## config.mk

```make
export PLATFORM = sky130hd
export DESIGN_NAME = vocab_scan_ctrl
export DESIGN_NICKNAME = d
export VERILOG_FILES = /design/src/rtl/vocab_scan_ctrl.sv
export SDC_FILE = /design/constraint.sdc
export NUM_CORES = 1
export LEC_CHECK = 0
export ABC_AREA = 1
export BUFFER_PORTS_ARGS = -buffer_cell sky130_fd_sc_hd__buf_2
export CAP_MARGIN = 10
export CORE_ASPECT_RATIO = 0.7
export CORE_MARGIN = 3
export CORE_UTILIZATION = 35
export DETAILED_ROUTE_END_ITERATION = 7
export PLACE_DENSITY = 0.6
export SLEW_MARGIN = 25
export SYNTH_ARGS = -nofsm -noshare
export SYNTH_HDL_FRONTEND = slang
export SYNTH_SLANG_ARGS = --single-unit
```

## constraint.sdc

```tcl
create_clock -name clk -period 2 [get_ports clk]
set_clock_uncertainty 0.15 [all_clocks]
set_input_delay 0.4 -clock clk [delete_from_list [all_inputs] [get_ports clk]]
set_output_delay 0.4 -clock clk [all_outputs]
set_load 0.01 [all_outputs]
```

## src/rtl/vocab_scan_ctrl.sv

```systemverilog
// Vocabulary lookup sequencer: streams the vocab SRAM entry by entry and compares each
// entry against a latched query word, reporting presence and base address.
module vocab_scan_ctrl #(
    parameter int unsigned ADDR_WIDTH  = 4,
    parameter int unsigned WORD_LENGTH = 3,
    parameter int unsigned DATA_WIDTH  = 8
) (
    input  logic                              clk,
    input  logic                              rst,
    input  logic                              start,
    input  logic [WORD_LENGTH*DATA_WIDTH-1:0] word,
    output logic                              busy,
    output logic                              done,
    output logic                              found,
    output logic [ADDR_WIDTH-1:0]             match_idx,
    output logic                              mem_cs,
    output logic [ADDR_WIDTH-1:0]             mem_addr,
    input  logic [DATA_WIDTH-1:0]             mem_dout
);

    localparam int unsigned NumEntries = (2 ** ADDR_WIDTH) / WORD_LENGTH;
    localparam int unsigned PtrW       = ADDR_WIDTH + 1;
    localparam int unsigned ChrW       = (WORD_LENGTH > 1) ? $clog2(WORD_LENGTH) : 1;

    localparam logic [PtrW-1:0] EndPtr   = PtrW'(NumEntries * WORD_LENGTH);
    localparam logic [PtrW-1:0] LastBase = PtrW'((NumEntries - 1) * WORD_LENGTH);
    localparam logic [PtrW-1:0] WordStep = PtrW'(WORD_LENGTH);
    localparam logic [ChrW-1:0] LastChr  = ChrW'(WORD_LENGTH - 1);

    typedef enum logic [1:0] {StIdle, StScan, StDone} state_e;

    state_e                  state_q, state_d;
    logic [DATA_WIDTH-1:0]   chars_q [WORD_LENGTH];
    logic                    load_word;
    logic [PtrW-1:0]         ptr_q, ptr_d;
    logic [ChrW-1:0]         chr_q, chr_d;
    logic [PtrW-1:0]         base_q, base_d;
    // Tag travelling one cycle behind each read, aligned with mem_dout.
    logic                    rd_vld_q, rd_vld_d;
    logic [ChrW-1:0]         rd_chr_q, rd_chr_d;
    logic [PtrW-1:0]         rd_base_q, rd_base_d;
    logic                    mis_q, mis_d;
    logic                    found_q, found_d;
    logic [ADDR_WIDTH-1:0]   idx_q, idx_d;
    logic                    issue;
    logic                    mis_now;

    always_comb begin
        state_d   = state_q;
        ptr_d     = ptr_q;
        chr_d     = chr_q;
        base_d    = base_q;
        rd_vld_d  = 1'b0;
        rd_chr_d  = rd_chr_q;
        rd_base_d = rd_base_q;
        mis_d     = mis_q;
        found_d   = found_q;
        idx_d     = idx_q;
        load_word = 1'b0;
        mem_cs    = 1'b0;
        mem_addr  = '0;
        issue     = 1'b0;
        mis_now   = mis_q;

        unique case (state_q)
            StIdle: begin
                if (start) begin
                    state_d   = StScan;
                    load_word = 1'b1;
                    ptr_d     = '0;
                    chr_d     = '0;
                    base_d    = '0;
                    mis_d     = 1'b0;
                    found_d   = 1'b0;
                    idx_d     = '0;
                end
            end
            StScan: begin
                issue = (ptr_q != EndPtr);
                if (issue) begin
                    mem_cs   = 1'b1;
                    mem_addr = ptr_q[ADDR_WIDTH-1:0];
                    ptr_d    = ptr_q + 1'b1;
                    if (chr_q == LastChr) begin
                        chr_d  = '0;
                        base_d = base_q + WordStep;
                    end else begin
                        chr_d = chr_q + 1'b1;
                    end
                end
                rd_vld_d  = issue;
                rd_chr_d  = chr_q;
                rd_base_d = base_q;

                if (rd_vld_q) begin
                    // char 0 starts a fresh entry, so it overwrites the mismatch flag
                    if (rd_chr_q == '0) begin
                        mis_now = (mem_dout != chars_q[rd_chr_q]);
                    end else begin
                        mis_now = mis_q | (mem_dout != chars_q[rd_chr_q]);
                    end
                    mis_d = mis_now;
                    if ((rd_chr_q == '0) && (mem_dout == '0)) begin
                        state_d = StDone;
                    end else if (rd_chr_q == LastChr) begin
                        if (!mis_now) begin
                            state_d = StDone;
                            found_d = 1'b1;
                            idx_d   = rd_base_q[ADDR_WIDTH-1:0];
                        end else if (rd_base_q == LastBase) begin
                            state_d = StDone;
                        end
                    end
                end
            end
            StDone: begin
                state_d = StIdle;
            end
            default: begin
                state_d = StIdle;
            end
        endcase
    end

    always_ff @(posedge clk) begin
        if (rst) begin
            state_q   <= StIdle;
            ptr_q     <= '0;
            chr_q     <= '0;
            base_q    <= '0;
            rd_vld_q  <= 1'b0;
            rd_chr_q  <= '0;
            rd_base_q <= '0;
            mis_q     <= 1'b0;
            found_q   <= 1'b0;
            idx_q     <= '0;
            for (int i = 0; i < WORD_LENGTH; i++) begin
                chars_q[i] <= '0;
            end
        end else begin
            state_q   <= state_d;
            ptr_q     <= ptr_d;
            chr_q     <= chr_d;
            base_q    <= base_d;
            rd_vld_q  <= rd_vld_d;
            rd_chr_q  <= rd_chr_d;
            rd_base_q <= rd_base_d;
            mis_q     <= mis_d;
            found_q   <= found_d;
            idx_q     <= idx_d;
            if (load_word) begin
                for (int i = 0; i < WORD_LENGTH; i++) begin
                    chars_q[i] <= word[i*DATA_WIDTH +: DATA_WIDTH];
                end
            end
        end
    end

    assign busy      = (state_q != StIdle);
    assign done      = (state_q == StDone);
    assign found     = found_q;
    assign match_idx = idx_q;

endmodule

```

==> impl_metrics.csv <==
group,metric,value,unit
layout,nFillCells,721,
synth,avgSynthCellArea,7.90,sq um
critical_path,critPathRequiredTime,1450,ps
floorplanning,start_util,37.5,%
timing,fmax,486,MHz
synth,synth-compound-area-share,10.6,%
layout,final_cell_mix,"61 x nand2_1, 57 x inv_1, 44 x buf_2, 39 x nor2_1, 28 x dfxtp_1",
synth,ys_ff_latch,54,
critical_path,cp-end-kind,"output pin",
cts,tritoncts,"done",
synth,syn_nets,372,
cts,cts_sinks,54,
timing,fin_crit_sh,103,%
timing,drv_slew,0,
placed_design,placed_cells_incl_taps,475,
synth,synth_top_family_by_area,"simple AND/OR/NAND/NOR gates",
floorplanning,core,7040,sq um
global_route,overflow,0,
status,violations,"setup timing",
timing,slew_headroom,74.6,%
cts,insertion_delay,310,ps
critical_path,crit_fanout,5,
timing,period_needed,2060,ps
power_and_ir_drop,p_int,1.96,mW
critical_path,r2r_slack,130,ps
global_route,grt_pass1_wl,9.33,mm
cts,clockRootBuffer,"clkbuf_8",
layout,layout_commonest_cell,"nand2_1",
power_and_ir_drop,p_clk_share,32.3,%
synth,synth_warnings,0,
synth,muxShareOfSynthArea,0,%
placed_design,port-buffer-count,46,
floorplanning,die_w,110,microns
layout,syn2layout_area_growth,25.5,%
floorplanning,io_pins,47,
layout,final_core_util,47.0,%
floorplanning,dieArea,8630,sq um
layout,fin_cells,490,
power_and_ir_drop,p_sw_share,26.7,%
power_and_ir_drop,power_density,806,nW/um^2
global_route,grt_pass1_vias,2034,
critical_path,cp-start-kind,"register",
placed_design,gp_congestion,0.805,
routing,vias,2191,
synth,synthXorXnorAreaFrac,0.664,%
routing,ant_nets,0,
run,cap_violations,0,
layout,antenna_cells,0,
cts,cts-buffers-inserted,5,
global_route,grt_max_degree,25,
timing,hold_viol_final,0,
critical_path,crit_start,"ptr_q[0]",
cts,clockBufferDepth,2,
timing,fin_ws,-58.8,ps
layout,final_nets,433,
timing,setup_viol,5,
floorplanning,std_cell_rows,25,
power_and_ir_drop,seqPwrFrac,48.5,%
synth,seq_area_frac_synth,50.1,%
power_and_ir_drop,p_switching,0.713,mW
status,status,"complete, but fails checks",
power_and_ir_drop,peakVddDrop,308,uV
global_route,antenna_found_initial,0,
routing,wl,5.78,mm
floorplanning,fp.dieH,78.6,microns
layout,drive_above_1_share,24.7,%
routing,via_per_inst,4.47,
routing,dr.pass1.iters,4,
critical_path,worstSetupPathType,"reg -> out",
placed_design,dp_hpwl,4.20,mm
critical_path,regToRegStartpoint,"ptr_q[0]",
worst_hold_path,min_from,"word[0]",
global_route,grt_use_total,13.8,%
power_and_ir_drop,power.leakage,1.55,nW
routing,drc,0,
cts,ctsHoldBuffers,0,
timing,rsz0062_at_grt,"yes",
routing,drtIter0Drc,77,
cts,clk_pin_slew,100,ps
synth,synth-simple-area-share,26.3,%
timing,tightest_slew,378,ps
synth,synthAdderAreaFrac,1.42,%
synth,netlist_instances,334,
power_and_ir_drop,power_frac_comb,19.2,%
routing,detail_route.wl_per_cell,11.8,microns
worst_hold_path,min_path_type,"in -> reg",
cts,htree_levels,2,
critical_path,cp.arrival,1510,ps
synth,synth_area,2640,sq um
synth,ys_types,33,
## metal layers
metal	wire [microns]	track usage, %	up-vias	share of wire (%)
li1	-	-	1185	-
met1	3130	20.5	966	54
met2	2390	19.8	35	41
met3	207	3.12	5	3.6
met4	46	3.74	0	0.80
met5	0	0	-	0
## registers in the layout, summed over array words and instances, names as in the netlist, 2 cells and up, named ones only
signal     flops
state_q        2
chars_q       24
match_idx      4
base_q         5
chr_q          2
rd_chr_q       2
rd_base_q      5
ptr_q          5
## through the flow
stage / setup TNS (ps) / hold slack, ps / total power [mW] / instance area (sq um) / setup slack (ps)
final: -268 / 232 / 2.67 / 3310 / -58.8
after global routing: -702 / 223 / 2.82 / 3310 / -153
after CTS: -251 / 224 / 2.68 / 3250 / -70.8
after detailed placement: 0 / 301 / 1.79 / 3040 / 85.7
after global placement: 0 / 297 / 1.78 / 3040 / 187
after floorplan: 0 / 293 / 1.63 / 2640 / 66.8
## final cells by class
type                    count  area (sq um)  share of cell area (%)
clock buffers               5          68.8                    2.08
inverters                  63           241                    7.29
multi-input cells         207          1080                    32.7
well taps                  94           118                    3.55
repair buffers             64           407                    12.3
clock inverters             3          68.8                    2.08
flip-flops and latches     54          1320                    40.0
## logic make-up (layout without fill, tap and decap cells)
logic type	after synthesis	in the layout
XOR/XNOR	2	2
buffers and inverters	73	135
AO/OA/AOI/OAI	49	49
adder cells (fa/ha/maj)	3	3
AND/OR/NAND/NOR	153	153
flip-flops	54	54
## Yosys cell counts
| cell type | n | area (sq um) |
|---|---|---|
| nand2_1 | 62 | 233 |
| inv_1 | 58 | 218 |
| nor2_1 | 44 | 165 |
| dfxtp_1 | 30 | 601 |
| edfxtp_1 | 24 | 721 |
| a21oi_1 | 19 | 95.1 |
| nand3_1 | 18 | 90.1 |
| o21ai_0 | 16 | 80.1 |
| nand3b_1 | 7 | 52.6 |
| clkbuf_1 | 5 | 18.8 |
| inv_2 | 5 | 18.8 |
| o211ai_1 | 5 | 37.5 |
| a211oi_1 | 4 | 30.0 |
| or2_1 | 4 | 25.0 |
| a31oi_1 | 3 | 18.8 |
| ha_1 | 3 | 37.5 |
| nor2_2 | 3 | 18.8 |
| nor3_1 | 3 | 15.0 |
| buf_2 | 2 | 10.0 |
| nand2_2 | 2 | 12.5 |
| nand4_1 | 2 | 12.5 |
| nor3_2 | 2 | 20.0 |
| nor3b_1 | 2 | 15.0 |
| xor2_1 | 2 | 17.5 |
| a21oi_2 | 1 | 8.76 |
| buf_1 | 1 | 3.75 |
| buf_4 | 1 | 7.51 |
| buf_6 | 1 | 11.3 |
| nand2_4 | 1 | 11.3 |
| nor2_4 | 1 | 11.3 |
| nor4_1 | 1 | 6.26 |
| o2111ai_1 | 1 | 8.76 |
| or2_0 | 1 | 6.26 |
## what timing repair did
| item | 4_1_cts | 5_1_grt |
|---|---|---|
| setup buffers | 4 | 3 |
| pin swaps | 5 | 3 |
| resized for setup | 11 | 11 |
| endpoints found under the setup margin | 5 | 9 |
## path summary, 6_finish.rpt
| check | depth (start not counted) | end |
|---|---|---|
| hold reg to reg | 2 | found |
| setup / recovery | 8 | mem_addr[1] |
| setup reg to reg | 11 | base_q[0] |
| hold / removal | 3 | chars_q[0][0] |
## critical path, cell delays in order, from the launching register on
cell	delay (ps)
dfxtp_2	350
ha_4	160
nand2_4	50
nor2_2	50
ha_4	170
nor2_4	150
inv_4	70
nor2_2	70
buf_2	130
## power groups by stage
stage	Combinational, mW	Clock [mW]	Sequential [mW]
floorplan	0.321	0	1.31
global placement	0.468	0	1.31
detailed placement	0.473	0	1.32
CTS	0.501	0.882	1.29
global route	0.586	0.926	1.31
finish	0.513	0.861	1.29
Power figures use the tool's default switching activity.
